File: src/rtl/ibex_multdiv_issue_ctrl.sv
`default_nettype none
// +--------------------------------------------------------------------------------------+
// | Module   : ibex_multdiv_issue_ctrl                                                   |
// | Purpose  : ID-side issue/response controller for the multi-cycle RV32M unit.         |
// | Option   : IBEX_MULTDIV_RESULT_CACHE_EN - replay result of an identical previous op. |
// | Revision : 1.0                                                                       |
// +--------------------------------------------------------------------------------------+
module ibex_multdiv_issue_ctrl #(
  parameter logic DataIndTiming = 1'b0
) (
  input  logic        clk_i,
  input  logic        rst_ni,
  input  logic        req_valid_i,
  output logic        req_ready_o,
  input  logic [2:0]  req_funct3_i,
  input  logic [31:0] req_rs1_i,
  input  logic [31:0] req_rs2_i,
  input  logic [4:0]  req_rd_i,
  input  logic        flush_i,
  output logic        mult_en_o,
  output logic        div_en_o,
  output logic        mult_sel_o,
  output logic        div_sel_o,
  output logic [1:0]  operator_o,
  output logic [1:0]  signed_mode_o,
  output logic [31:0] op_a_o,
  output logic [31:0] op_b_o,
  output logic        data_ind_timing_o,
  output logic [67:0] imd_val_q_o,
  input  logic [67:0] imd_val_d_i,
  input  logic [1:0]  imd_val_we_i,
  output logic        multdiv_ready_id_o,
  input  logic [31:0] multdiv_result_i,
  input  logic        valid_i,
  output logic        wb_valid_o,
  input  logic        wb_ready_i,
  output logic [4:0]  wb_rd_o,
  output logic [31:0] wb_data_o,
  output logic        busy_o
);

  typedef enum logic [1:0] {
    IDLE  = 2'd0,
    ISSUE = 2'd1,
    DRAIN = 2'd2,
    RESP  = 2'd3
  } state_e;

  state_e      r_state, w_state_next;
  logic [2:0]  r_funct3;
  logic [31:0] r_op_a, r_op_b, r_result;
  logic [4:0]  r_rd;
  logic        w_accept, w_capture, w_unit_on;
  logic        w_cache_hit;
  logic [31:0] w_cache_result;

  assign req_ready_o = rst_ni & (r_state == IDLE) & ~flush_i;
  assign w_accept    = req_ready_o & req_valid_i;
  assign w_capture   = (r_state == ISSUE) & valid_i & ~flush_i;

  always_comb begin
    w_state_next = r_state;
    case (r_state)
      IDLE:    if (w_accept) w_state_next = w_cache_hit ? RESP : ISSUE;
      ISSUE: begin
        if (flush_i)      w_state_next = valid_i ? IDLE : DRAIN;
        else if (valid_i) w_state_next = RESP;
      end
      // The unit cannot be abandoned mid-operation; keep it stepping until it reports done.
      DRAIN:   if (valid_i) w_state_next = IDLE;
      RESP:    if (flush_i || wb_ready_i) w_state_next = IDLE;
      default: w_state_next = IDLE;
    endcase
  end

  always_ff @(posedge clk_i or negedge rst_ni) begin
    if (!rst_ni) begin
      r_state  <= IDLE;
      r_funct3 <= '0;
      r_op_a   <= '0;
      r_op_b   <= '0;
      r_rd     <= '0;
      r_result <= '0;
    end else begin
      r_state <= w_state_next;
      if (w_accept) begin
        r_funct3 <= req_funct3_i;
        r_op_a   <= req_rs1_i;
        r_op_b   <= req_rs2_i;
        r_rd     <= req_rd_i;
        if (w_cache_hit) r_result <= w_cache_result;
      end
      if (w_capture) r_result <= multdiv_result_i;
    end
  end

`ifdef IBEX_MULTDIV_RESULT_CACHE_EN
  logic        r_cache_valid;
  logic [2:0]  r_cache_funct3;
  logic [31:0] r_cache_rs1, r_cache_rs2, r_cache_result;

  always_ff @(posedge clk_i or negedge rst_ni) begin
    if (!rst_ni) begin
      r_cache_valid  <= 1'b0;
      r_cache_funct3 <= '0;
      r_cache_rs1    <= '0;
      r_cache_rs2    <= '0;
      r_cache_result <= '0;
    end else if (w_capture) begin
      r_cache_valid  <= 1'b1;
      r_cache_funct3 <= r_funct3;
      r_cache_rs1    <= r_op_a;
      r_cache_rs2    <= r_op_b;
      r_cache_result <= multdiv_result_i;
    end
  end

  assign w_cache_hit    = r_cache_valid & (r_cache_funct3 == req_funct3_i) &
                          (r_cache_rs1 == req_rs1_i) & (r_cache_rs2 == req_rs2_i);
  assign w_cache_result = r_cache_result;
`else
  assign w_cache_hit    = 1'b0;
  assign w_cache_result = '0;
`endif

  always_comb begin
    operator_o    = 2'd0;
    signed_mode_o = 2'b00;
    case (r_funct3)
      3'b000: begin operator_o = 2'd0; signed_mode_o = 2'b00; end
      3'b001: begin operator_o = 2'd1; signed_mode_o = 2'b11; end
      3'b010: begin operator_o = 2'd1; signed_mode_o = 2'b01; end
      3'b011: begin operator_o = 2'd1; signed_mode_o = 2'b00; end
      3'b100: begin operator_o = 2'd2; signed_mode_o = 2'b11; end
      3'b101: begin operator_o = 2'd2; signed_mode_o = 2'b00; end
      3'b110: begin operator_o = 2'd3; signed_mode_o = 2'b11; end
      default: begin operator_o = 2'd3; signed_mode_o = 2'b00; end
    endcase
  end

  assign w_unit_on          = (r_state == ISSUE) || (r_state == DRAIN);
  assign mult_en_o          = w_unit_on & ~r_funct3[2];
  assign div_en_o           = w_unit_on & r_funct3[2];
  assign mult_sel_o         = mult_en_o;
  assign div_sel_o          = div_en_o;
  assign multdiv_ready_id_o = w_unit_on;
  assign op_a_o             = r_op_a;
  assign op_b_o             = r_op_b;
  assign data_ind_timing_o  = DataIndTiming;
  assign wb_valid_o         = (r_state == RESP) & ~flush_i;
  assign wb_data_o          = r_result;
  assign wb_rd_o            = r_rd;
  assign busy_o             = (r_state != IDLE);

  // Intermediate values belong to the unit; they are written whenever it asks, in any state.
  for (genvar k = 0; k < 2; k++) begin : g_imd
    logic [33:0] r_imd;
    always_ff @(posedge clk_i or negedge rst_ni) begin
      if (!rst_ni)              r_imd <= '0;
      else if (imd_val_we_i[k]) r_imd <= imd_val_d_i[34*k +: 34];
    end
    assign imd_val_q_o[34*k +: 34] = r_imd;
  end

endmodule
`default_nettype wire

File: config.mk
export PLATFORM = sky130hd
export DESIGN_NAME = ibex_multdiv_issue_ctrl
export DESIGN_NICKNAME = d
export VERILOG_FILES = /design/src/rtl/ibex_multdiv_issue_ctrl.sv
export SDC_FILE = /design/constraint.sdc
export NUM_CORES = 1
export LEC_CHECK = 0
export BUFFER_PORTS_ARGS = -buffer_cell sky130_fd_sc_hd__buf_2
export CAP_MARGIN = 40
export CORE_AREA = 2 2 140 142
export CTS_CLUSTER_SIZE = 24
export DETAILED_ROUTE_END_ITERATION = 8
export DIE_AREA = 0 0 142 144
export MAX_ROUTING_LAYER = met4
export PLACE_DENSITY = 0.68
export SLEW_MARGIN = 0
export SYNTH_ARGS = -nofsm -noshare
export SYNTH_HDL_FRONTEND = slang
export SYNTH_SLANG_ARGS = --single-unit
File: constraint.sdc
create_clock -name clk_i -period 3.28 [get_ports clk_i]
set_clock_uncertainty 0.15 [all_clocks]
set_input_delay 0.656 -clock clk_i [delete_from_list [all_inputs] [get_ports clk_i]]
set_output_delay 0.656 -clock clk_i [all_outputs]
set_load 0.1 [all_outputs]
# == After elaboration in Yosys (flattened, before gate mapping) ==
# Index checks and enable logic that the tools add are counted.
# word_totals
register_bits,174
output_inout_bits,182
input_bits,180
wordCells,49
# op_classes
n_mux,9
n_reduce_logical,9
eq_ne,13
n_bitwise,10
# ops
operator,count
$mux 2,6
$eq 3x3->1 const B,3
$and 1x1->1,8
$pmux 2 s4,1
$eq 3x2->1 const B,2
$ne 2x2->1 const B,3
$pmux 2 s3,1
$reduce_or 3->1,2
$eq 2x2->1 const B,2
$pmux 2 s2,1
$reduce_and 4->1,1
$eq 3x1->1 const B,1
$logic_not 3->1,1
$ne 3x3->1 const B,1
$eq 2x1->1 const B,1
$logic_not 2->1,1
$logic_or 1x1->1,2
$not 1->1,2
$reduce_bool 2->1,1
$reduce_or 2->1,1

# == Depth between registers and ports, before layout ==
# depth
depth_word,6
depth_mapped,7
ltp_nobuf,6

# == Least setup slack after synthesis ==
# No wires, ideal clock.
# synth_timing
path_kind,register -> output
startpoint,register r_state[0]
endpoint,output req_ready_o
stages_incl_launch_ff,5
path_buffers,0
arrival_ps,3448
t_required_ps,2474
slack_ps,-974
path_cell_list,dfrtp_1 -> inv_1 -> ha_1 -> inv_1 -> nor3b_1
# synth_via
elab_chain_len,3
# synth_lines
element,line,source
start: declaration,49,"state_e r_state, w_state_next;"
start signal: assignment,85,r_state <= w_state_next;
$logic_not 2->1,57,assign req_ready_o = rst_ni & (r_state == IDLE) & ~flush_i;
$and 1x1->1 (2 in series),57,
end: declaration,14,"output logic req_ready_o,"
# Every way passes these cells.

# == Final worst setup path ==
# layout_timing
startpoint,input rst_ni
endpoint,output req_ready_o
# layout_via
elab_chain_len,2
# layout_lines
element,line,source
start: declaration,12,"input logic rst_ni,"
$and 1x1->1 (2 in series),57,
# Every way passes these cells.

==> out/metrics.cfg <==
[timing]
fmax_mhz = 363
fin_crit_ns = 2.75
tns_ns = 0
slew_viol_final = 0
finalCritPeriodShare = 0.840
finalHoldViolations = 0
hold_slack_ns = 0.316
worstMarginPinSlew_ns = 0.941
relSlewSlack = 0.373
setup_viol = 0
rsz0062_at_grt = false

[routing]
routedWlPerCell_um = 16.2
dr.pass1.iters = 4
viasPerCell = 4.50
drtIter0Drc = 78
postRouteAntennaNets = 0
totalWireLength_um = 16400
route.detailed.drc = 0
vias = 4555

[logic_synthesis]
async_flop_share = 1.00
synth.avg_cell_area_um2 = 17.9
synth_top_family_by_area = multiplexers
synth_area_mm2 = 0.00717
synth_fa_ha_area_frac = 0.00698
synth_cell_type_count = 26
synth_mux_area_frac = 0.325
synth_xor_area_frac = 0.00122
ys_seq_area_frac = 0.607
yosysWarnings = 0
synth_cells = 400
synth-edff-count = 0
syn_nets = 584
synth-main-ff-cell = dfrtp_1
synth-simple-area-share = 0.0141
ys_ff_latch = 174
synth_compound_area_frac = 0.00384

[die]
start_util = 0.376
coreArea_mm2 = 0.0191
rows = 51
dieWidth_um = 142
die-height_um = 144
die-area_mm2 = 0.0204
io_pins = 362

[finish]
layout-drive-gt1-share = 0.743
area_growth_syn_to_layout_pct = 36.1
final_area_mm2 = 0.00976
fin_nets = 947
instances_no_fill = 1013
nFillCells = 1658
n_antenna_cell = 0

[global_route]
gr-usage-met3 = 0.0437
grt_max_degree = 172
gr-usage-all-layers = 0.160
antenna_found_initial = 0
grt_overflow = 0
grt_pass1_wl_um = 24500
use_met2 = 0.271
gr-usage-met1 = 0.186
first_global_vias = 4529
gr-max-usage-layer = met2

[clock_network]
post_cts_buffers = 0
clock-sinks = 174
cts_root_buf = clkbuf_16
cts_tree = yes
cts_buffers = 17
clkLatencyLatePin_ns = 0.41
ctsHtreeMaxLevel = 4
clockBufferDepth = 2
path_clk_slew_ns = 0.07

[critical_path]
cp-end-kind = output pin
arrival_ns = 1.95
startpoint_type = primary input
path_class = in -> out
required_ns = 2.47
crit_fanout = 6

[worst_hold_path]
hold_path.class = in -> reg

[placed_design]
hpwl_um = 12100
place_area_mm2 = 0.00910
place_congestion = 0.804
io_buffers = 360
post-place-cells = 981

[job]
cap_violations = 0

[outcome]
status = completed

## Yosys cell counts (2+ instances only)
library cell | n | area share
mux2i_1 | 2 | 0.0028
nand2_1 | 4 | 0.0021
nor2_1 | 3 | 0.0016
ha_1 | 4 | 0.0070
inv_1 | 5 | 0.0026
mux2_4 | 100 | 0.21
mux2_2 | 72 | 0.11
dfrtp_1 | 174 | 0.61
buf_4 | 3 | 0.0031
buf_2 | 8 | 0.0056
buf_12 | 10 | 0.028
## registers in the layout, indices dropped and copies added (netlist names)
register,count
wb_data_o,32
op_a_o,32
g_imd.r_imd,68
op_b_o,32
wb_rd_o,5
r_funct3,3
r_state,2
## cells in the final DEF, fill, tap and decap left out, drive strengths merged
master / synthesis / final
buf: 22 / 366
dfrtp: 174 / 174
mux2: 172 / 172
clkbuf: 1 / 17
inv: 5 / 11
bufinv: 0 / 5
nand2: 5 / 5
ha: 4 / 4
nor2: 3 / 3
mux2i: 2 / 2
clkinvlp: 0 / 2
nor2b: 2 / 2
o21ai: 1 / 1
xnor2: 1 / 1
a21o: 1 / 1
and2: 1 / 1
nor3b: 1 / 1
nand2b: 1 / 1
nand4b: 1 / 1
nor3: 1 / 1
o221ai: 1 / 1
conb: 1 / 1
clkinv: 0 / 1
dlygate4sd3: 0 / 1
## kinds of logic after synthesis
family,count (synthesis)
AO/OA/AOI/OAI,3
XOR/XNOR,1
adder cells (fa/ha/maj),4
buffers and inverters,28
flip-flops,174
multiplexers,174
other,1
AND/OR/NAND/NOR,15
## worst max-delay path, cell delays in order
cell           delay (ns)
dlygate4sd3_1        0.55
buf_6                0.15
nor3b_2              0.15
buf_2                0.44
## final timing paths
check	cells after the start	endpoint	slack (ns)	from
setup reg to reg	5	wb_rd_o[3]	1.04	r_state[1]
setup / recovery	4	req_ready_o	0.53	rst_ni
hold reg to reg	1	g_imd[1].r_imd[12]	0.35	g_imd[1].r_imd[12]
hold / removal	2	wb_data_o[13]	0.32	multdiv_result_i[13]
min in group asynchronous	2	op_b_o[27]	0.45	rst_ni
max in group asynchronous	3	op_a_o[17]	1.40	rst_ni
## routing by layer
| metal | vias to the layer above | part of all wire |
|---|---|---|
| met5 | - | 0 |
| met4 | 0 | 0.015 |
| li1 | 2115 | - |
| met3 | 13 | 0.063 |
| met2 | 201 | 0.52 |
| met1 | 2226 | 0.41 |
## through the flow
step,worst slack (ns),util
after floorplan,-0.00139,-
after global placement,0.975,0.477
after detailed placement,0.951,0.477
after CTS,0.521,0.512
after global routing,0.472,0.512
final,0.526,0.512
## what timing repair did
| item | in CTS | in global routing |
|---|---|---|
| hold endpoints to repair | 3 | 0 |
| hold buffers | 1 | 0 |
| gates resized for setup | 0 | 0 |
## area by class of cell
type / count / area, um2 / area share
clock buffers: 17 / 425 / 0.0436
clock inverters: 14 / 228 / 0.0233
inverters: 5 / 18.8 / 0.00192
multi-input cells: 198 / 2540 / 0.260
flip-flops and latches: 174 / 4350 / 0.446
well taps: 238 / 298 / 0.0305
repair buffers: 367 / 1900 / 0.195
Power is left out: the tool's default activity adds up to more than one toggle a clock period on the data nets, which glitch-free logic cannot reach.
